**src/rtl/pipeline_pkg.sv**
```systemverilog
// rtl/pipeline_pkg.sv - shared constants, redirect-source enum and alignment helper for the fetch stage
package pipeline_pkg;

  localparam int PC_W = 32;
  localparam logic [PC_W-1:0] NOP_INSTR        = 32'h0000_0000;
  localparam logic [PC_W-1:0] DEFAULT_RESET_PC = 32'h0000_0000;

  typedef enum logic [1:0] {
    REDIR_NONE = 2'd0,
    REDIR_BR   = 2'd1,
    REDIR_J    = 2'd2,
    REDIR_JR   = 2'd3
  } redir_src_e;

  function automatic logic [PC_W-1:0] align_word(input logic [PC_W-1:0] addr);
    return {addr[PC_W-1:2], 2'b00};
  endfunction

endpackage

```
**src/rtl/fetch_redirect_unit.sv**
```systemverilog
// rtl/fetch_redirect_unit.sv - live redirect priority select plus the stall-pending redirect register
module fetch_redirect_unit
  import pipeline_pkg::*;
(
  input  logic            clk,
  input  logic            reset,
  input  logic            stall,
  input  logic [PC_W-1:0] pc_plus4,
  input  logic            branch_taken,
  input  logic [PC_W-1:0] branch_target,
  input  logic            jump,
  input  logic [PC_W-1:0] jump_target,
  input  logic            jr,
  input  logic [PC_W-1:0] jr_target,
  output logic [PC_W-1:0] next_pc,
  output logic            apply_redirect,
  output logic            redirect_pending
);

  redir_src_e      live_src;
  logic [PC_W-1:0] live_target;
  logic [PC_W-1:0] pending_target;
  logic            redir;

  // jr outranks jump, which outranks a conditional branch
  always_comb begin
    live_src = REDIR_NONE;
    if (jr)
      live_src = REDIR_JR;
    else if (jump)
      live_src = REDIR_J;
    else if (branch_taken)
      live_src = REDIR_BR;
  end

  always_comb begin
    live_target = '0;
    case (live_src)
      REDIR_JR: live_target = align_word(jr_target);
      REDIR_J:  live_target = align_word(jump_target);
      REDIR_BR: live_target = align_word(branch_target);
      default:  live_target = '0;
    endcase
  end

  assign redir          = (live_src != REDIR_NONE);
  assign apply_redirect = !stall && (redir || redirect_pending);

  always_comb begin
    next_pc = pc_plus4;
    if (redir)
      next_pc = live_target;
    else if (redirect_pending)
      next_pc = pending_target;
  end

  // Newest redirect seen during a stall wins; any unstalled edge consumes it
  always_ff @(posedge clk or posedge reset) begin
    if (reset) begin
      redirect_pending <= 1'b0;
      pending_target   <= '0;
    end else if (stall) begin
      if (redir) begin
        redirect_pending <= 1'b1;
        pending_target   <= live_target;
      end
    end else begin
      redirect_pending <= 1'b0;
      pending_target   <= '0;
    end
  end

endmodule

```
**src/rtl/fetch_stage.sv**
```systemverilog
// rtl/fetch_stage.sv - MIPS instruction fetch: PC register, imem address and IF/ID pipeline register
module fetch_stage
  import pipeline_pkg::*;
#(
  parameter logic [31:0] RESET_PC   = DEFAULT_RESET_PC,
  parameter bit          DELAY_SLOT = 1'b0
) (
  input  logic        clk,
  input  logic        reset,
  input  logic        stall,
  input  logic        flush,
  input  logic        branch_taken,
  input  logic [31:0] branch_target,
  input  logic        jump,
  input  logic [31:0] jump_target,
  input  logic        jr,
  input  logic [31:0] jr_target,
  output logic [31:0] imem_addr,
  input  logic [31:0] imem_instr,
  output logic [31:0] pc,
  output logic [31:0] if_id_instr,
  output logic [31:0] if_id_pc_plus4,
  output logic        if_id_valid,
  output logic        redirect_pending
);

  logic [PC_W-1:0] pc_plus4;
  logic [PC_W-1:0] next_pc;
  logic            apply_redirect;
  logic            load_bubble;

  assign pc_plus4  = pc + 32'd4;
  assign imem_addr = pc;

  fetch_redirect_unit u_redirect (
    .clk              (clk),
    .reset            (reset),
    .stall            (stall),
    .pc_plus4         (pc_plus4),
    .branch_taken     (branch_taken),
    .branch_target    (branch_target),
    .jump             (jump),
    .jump_target      (jump_target),
    .jr               (jr),
    .jr_target        (jr_target),
    .next_pc          (next_pc),
    .apply_redirect   (apply_redirect),
    .redirect_pending (redirect_pending)
  );

  // Without a delay slot the word fetched alongside a redirect is on the wrong path
  assign load_bubble = flush || (apply_redirect && !DELAY_SLOT);

  always_ff @(posedge clk or posedge reset) begin
    if (reset)
      pc <= RESET_PC;
    else if (!stall)
      pc <= next_pc;
  end

  always_ff @(posedge clk or posedge reset) begin
    if (reset) begin
      if_id_instr    <= NOP_INSTR;
      if_id_pc_plus4 <= '0;
      if_id_valid    <= 1'b0;
    end else if (load_bubble) begin
      if_id_instr    <= NOP_INSTR;
      if_id_pc_plus4 <= '0;
      if_id_valid    <= 1'b0;
    end else if (!stall) begin
      if_id_instr    <= imem_instr;
      if_id_pc_plus4 <= pc_plus4;
      if_id_valid    <= 1'b1;
    end
  end

endmodule

```
**config.mk**
```make
export PLATFORM = sky130hd
export DESIGN_NAME = fetch_stage
export DESIGN_NICKNAME = d
export VERILOG_FILES = /design/src/rtl/pipeline_pkg.sv /design/src/rtl/fetch_redirect_unit.sv /design/src/rtl/fetch_stage.sv
export SDC_FILE = /design/constraint.sdc
export NUM_CORES = 1
export LEC_CHECK = 0
export CELL_PAD_IN_SITES_DETAIL_PLACEMENT = 0
export CELL_PAD_IN_SITES_GLOBAL_PLACEMENT = 2
export CORE_ASPECT_RATIO = 1.4
export CORE_MARGIN = 5
export CORE_UTILIZATION = 24
export DETAILED_ROUTE_END_ITERATION = 16
export HOLD_SLACK_MARGIN = 0.03
export PLACE_DENSITY_LB_ADDON = 0.1
export SLEW_MARGIN = 20
export SYNTH_ARGS = -nofsm -noshare
export SYNTH_HDL_FRONTEND = slang
export SYNTH_HIERARCHICAL = 1
export SYNTH_SLANG_ARGS = --single-unit
export TNS_END_PERCENT = 30
```
**constraint.sdc**
```tcl
create_clock -name clk -period 3 [get_ports clk]
set_input_delay 0.6 -clock clk [delete_from_list [all_inputs] [get_ports clk]]
set_output_delay 0.6 -clock clk [all_outputs]
set_load 0.03 [all_outputs]
```
* Yosys cells after proc, flatten, opt, wreduce, memory -nomap -nowiden
Index checks and enable logic that the tools add are counted.
** Storage, ports and cells
- Register bits after elaboration :: 130
- Input bits :: 135
- Logic and storage cells :: 33
- Output and inout bits :: 130
** Cells by class
- Add/subtract/negate cells :: 1
- Reductions and logical operators :: 5
- Mux-type cells :: 16
- Equality and inequality tests :: 5
** Operator list (number)
- 32-bit two-way mux :: 8
- 32-bit case mux with 3 select lines :: 1
- 32-bit by 3-bit adder with 32-bit output, second input constant :: 1
- 1-bit two-way mux :: 5
- 2-bit equality test, second input constant :: 2
- 2-bit two-way mux :: 2
- 2-bit by 1-bit != test with 1-bit output, second input constant :: 2
- 2-bit by 1-bit equality test with 1-bit output, second input constant :: 1
- 1-bit logical OR :: 2
- 2-bit nonzero test :: 1
- 1-bit logical AND :: 1
- 1-bit zero test :: 1

* Logic depth before layout (Yosys ltp)
- Depth after elaboration :: 8
- Mapped depth :: 11
- Depth with buffers taken out :: 8

* Hierarchy
The synthesis kept the hierarchy.
** By module, submodules not included
- fetch_stage :: cells each 403, area each 4657.0 µm², times used 1, seq. area each 2427.3 µm²
- fetch_redirect_unit :: cells each 285, area each 2282.2 µm², times used 1, seq. area each 775.7 µm²

* Worst setup path after synthesis
Ideal clock, no wire load.
- Path kind :: input to register
- Start :: in jr
- End :: reg if_id_pc_plus4[20]
- Data required time :: 2.913 ns
- Setup slack :: 0.440 ns
- Library setup time :: 0.087 ns
- Path buffers :: 3
- Stages :: 9
- Data arrival time :: 2.474 ns
- Path through :: clkbuf_1 > or3_1 > clkbuf_1 > nor2_1 > nor2_1 > or3_1 > clkbuf_1 > or4_1 > o211ai_1
** Between the ends
- Cells in the longest elaborated chain, start to end :: 6
- Elaborated cells between the ends (all ways) :: 7
- Those cells by class :: eq/ne: 1; mux: 2; reduce/logical: 4
** RTL lines
- start, declared :: line fetch_stage.sv:16 : input logic jr,
- 2-bit two-way mux * :: line fetch_redirect_unit.sv:28 : if (jr)
- 2-bit nonzero test * :: line fetch_redirect_unit.sv:46 : assign redir = (live_src != REDIR_NONE);
- 1-bit logical OR * :: line fetch_redirect_unit.sv:47 : assign apply_redirect = !stall && (redir || redirect_pending);
- 1-bit logical AND * :: line fetch_redirect_unit.sv:47
- named net apply_redirect :: line fetch_stage.sv:29 : logic apply_redirect;
- 1-bit logical OR * :: line fetch_stage.sv:52 : assign load_bubble = flush || (apply_redirect && !DELAY_SLOT);
- 2-bit by 1-bit != test with 1-bit output (no source line) or 32-bit two-way mux (tied branches)
- end signal, assigned :: line fetch_stage.sv:72 : if_id_pc_plus4 <= pc_plus4;
- end, declared :: line fetch_stage.sv:22 : output logic [31:0] if_id_pc_plus4,
The timed path passes the listed nets; every way through them passes the cells marked *.
A chain may end at the register's enable or synchronous reset.

* Worst setup path in the final report
- Start :: reg pc[13] (netlist: imem_addr[13])
- End :: reg pc[24] (netlist: imem_addr[24])
** Between the ends
- Cells in the longest elaborated chain, start to end :: 3
** RTL lines
- start, declared :: line fetch_stage.sv:20 : output logic [31:0] pc,
- start signal, assigned :: line fetch_stage.sv:58 : pc <= next_pc;
- 32-bit by 3-bit adder with 32-bit output :: line fetch_stage.sv:32 : assign pc_plus4 = pc + 32'd4;
- named net pc_plus4[24] :: line fetch_stage.sv:27 : logic [PC_W-1:0] pc_plus4;
- 32-bit two-way mux :: line fetch_redirect_unit.sv:53 : else if (redirect_pending)
- 32-bit two-way mux :: line fetch_redirect_unit.sv:51 : if (redir)
- named net next_pc[24] :: line fetch_stage.sv:28 : logic [PC_W-1:0] next_pc;
The timed path passes the listed nets, and every way through them passes these cells.

==> results by group <==
STA
  – RSZ-0062 raised after global routing: no
  – WHS: 475 ps
  – Clock skew: 11.2 ps
  – Relative slew slack: 0.562
  – Max Clock Freq: 379 MHz
  – Period minus WS final: 2640 ps
  – Final count of pins violating max slew: 0
  – Final Setup Violations: 0
  – Final period utilization: 0.879
  – Worst-Margin Slew: 656 ps
  – TNS Setup: 0 ps
  – Final hold vios: 0

Synth
  – Unique masters post-synth: 44
  – Mapped Area: 6940 sq um
  – Top_reg_cell synth: dfrtp_1
  – Synthesis-stage register bit count: 128
  – Register area share after synthesis: 0.462
  – Synth Warn #: 6
  – Syn Nets: 824
  – Post-synth EDFFs: 0
  – Asr flop ratio synth: 1.00
  – Synthesized area per cell: 10.1 sq um
  – Syn Inst Count: 688

Critical path
  – Critical path launch point type: flop
  – Worst path buffer plus inverter count: 0
  – Crit path DAT: 2940 ps
  – Kind of critical path: flop to flop
  – Worst setup EP type: flop
  – Crit-path cells: nand4_2 -> nor4_2 -> and3_1 -> xor2_1 -> mux2i_1 -> o22ai_1 -> mux2_2
  – Delay-heaviest family, CP: simple AND/OR/NAND/NOR gates
  – Slowest stage delay, CP: 710 ps
  – Slowest library cell on the worst path: nor4_2
  – CP required: 3300 ps
  – CP Max Fanout: 8

Routing
  – Vias per std cell: 5.01
  – Pre-Repair DR Iteration Count: 5
  – Post-DR wirelength/cell: 21.8 um
  – Antenna viol nets, final: 0
  – Drt first-iter violations: 354
  – Routed wire length: 28500 um
  – Residual DRC: 0
  – Vias: 6532

Clock tree
  – CTS Hold Bufs: 0
  – # Post-CTS Setup Buffers: 0
  – Worst-skew pair later-pin latency: 420 ps
  – Clock Tree Buf Depth: 2
  – Root buffer cell: clkbuf_16
  – Clock sinks: 128
  – Clock-pin slew on the worst setup and hold paths: 60 ps
  – Post_cts resized: 0
  – H-tree depth: 4
  – CTS tree: yes
  – Inserted Clock Buffers: 17

Die
  – Initial core utilization: 0.244
  – Chip Height: 211 um
  – Die ar.: 32500 sq um
  – Core area: 28500 sq um
  – Site Rows: 73
  – Die Width: 154 um
  – I/O Pins: 265

Placed design
  – Dpl hpwl: 20700 um
  – Port buffer count: 258
  – Placer congestion estimate: 0.735

Layout
  – # nets final: 1053
  – Syn-to-layout area delta: 52.1%
  – Most frequent cells in the layout: clkdlybuf4s50_1, dfrtp_1, o21ai_0, nor2_1, a22o_1
  – Commonest non-fill, non-tap cell in the layout: clkdlybuf4s50_1
  – Fraction of layout cells with a size suffix above 1: 0.133

Status
  – Status: finished clean

Power
  – LEAKAGE: 4.35 nW
  – Power Density: 549 nW/um^2
  – Max VDD drop: 0.312 mV

Global routing
  – Pin count of the biggest net entering global routing: 46
  – GR Overflow Total: 0
  – Global-route wire length before repair: 42700 um
  – Initial antenna violation count: 1
  – Total track usage: 0.172
  – Vias in the first global route: 7108

Worst hold path
  – Hold Path Class: flop to flop

Job
  – Max Cap Viol: 0
[power breakdown]
part / switching, mW / internal [mW] / total [mW]
clock network: 0.796 / 1.42 / 2.22
registers: 0.163 / 1.86 / 2.02
logic: 0.858 / 0.700 / 1.56
total: 1.82 / 3.98 / 5.80
[Yosys cell counts (2+ instances only)]
cell type	n	area share
nor3_1	5	0.0036
xnor2_1	9	0.011
nor2b_1	2	0.0018
nand4_1	5	0.0045
and2_1	3	0.0027
and3_1	13	0.012
a22o_1	48	0.061
xor2_1	18	0.023
o21ai_1	7	0.0050
nor4_1	5	0.0045
mux2_2	32	0.052
inv_1	10	0.0054
dfrtp_1	128	0.46
nor4_2	2	0.0036
a221o_1	12	0.017
or4_1	2	0.0022
buf_2	14	0.010
a41oi_1	3	0.0038
buf_4	34	0.037
a221oi_1	30	0.038
or3_1	3	0.0027
a31oi_1	7	0.0063
and4_1	5	0.0063
o21ai_0	55	0.040
mux2i_1	30	0.043
nand3_1	39	0.028
buf_1	5	0.0027
clkbuf_1	43	0.023
nor2_1	53	0.029
o22ai_1	30	0.027
nand2_1	23	0.012
[state kept, by name, indices dropped and copies added (netlist names)]
name,cells
imem_addr,32
if_id_instr,32
u_redirect/redirect_pending,1
if_id_pc_plus4,32
u_redirect/pending_target,30
if_id_valid,1
[logic make-up after synthesis]
kind of cell               share of synthesized area
muxes                                         0.0952
buffers and inverters                         0.0783
and+or+nand+nor                                0.125
DFF                                            0.462
xor gates and xnor gates                      0.0341
AOI/OAI and AO/OA                              0.204
adders and majority gates                    0.00180
[cell type report]
class | instances | area [sq um]
antenna | 1 | 2.50
clock buffer | 20 | 457
clock inverter | 11 | 163
fill | 2920 | 17900
inverter | 10 | 41.3
multi-input combinational | 454 | 3210
sequential | 128 | 3200
tap | 375 | 469
timing repair buffer | 306 | 3000
[metrics by stage]
step	std cells	util	cell area [sq um]	power (mW)	setup slack [ps]
6_report	1305	0.370	10600	5.80	363
5_1_grt	1305	0.370	10600	6.05	237
4_1_cts	1304	0.370	10500	5.88	373
3_5_place_dp	1273	0.348	9930	3.63	126
3_3_place_gp	1273	0.348	9930	3.62	130
2_1_floorplan	688	-	6940	2.90	440
[worst min-delay path, cell delays in order, from the launching register on]
cell,delay [ps]
dfrtp_1,340
nand2_1,40
o21ai_0,60
[metal layers]
layer  share of wire  GRT usage  up-vias  wire (um)
met5               0          0        -          0
met2            0.54      0.322      212      15500
met4           0.025     0.0612        0        716
met1            0.39      0.190     3280      11000
met3           0.045     0.0369       34       1280
li1                -          -     3006          -
[worst paths after layout]
check                                        from                 end  slack (ps)  cells past startpoint
worst min register to register  if_id_pc_plus4[2]   if_id_pc_plus4[2]         480                      2
worst max register to register      imem_addr[13]       imem_addr[24]         360                      7
max in group asynchronous                   reset  if_id_pc_plus4[12]        1680                      3
min in group asynchronous                   reset       imem_addr[11]         630                      2
worst min-delay path            if_id_pc_plus4[2]   if_id_pc_plus4[2]         480                      2
worst max-delay path                imem_addr[13]       imem_addr[24]         360                      7
No activity file was read; power rests on OpenSTA's default activity.
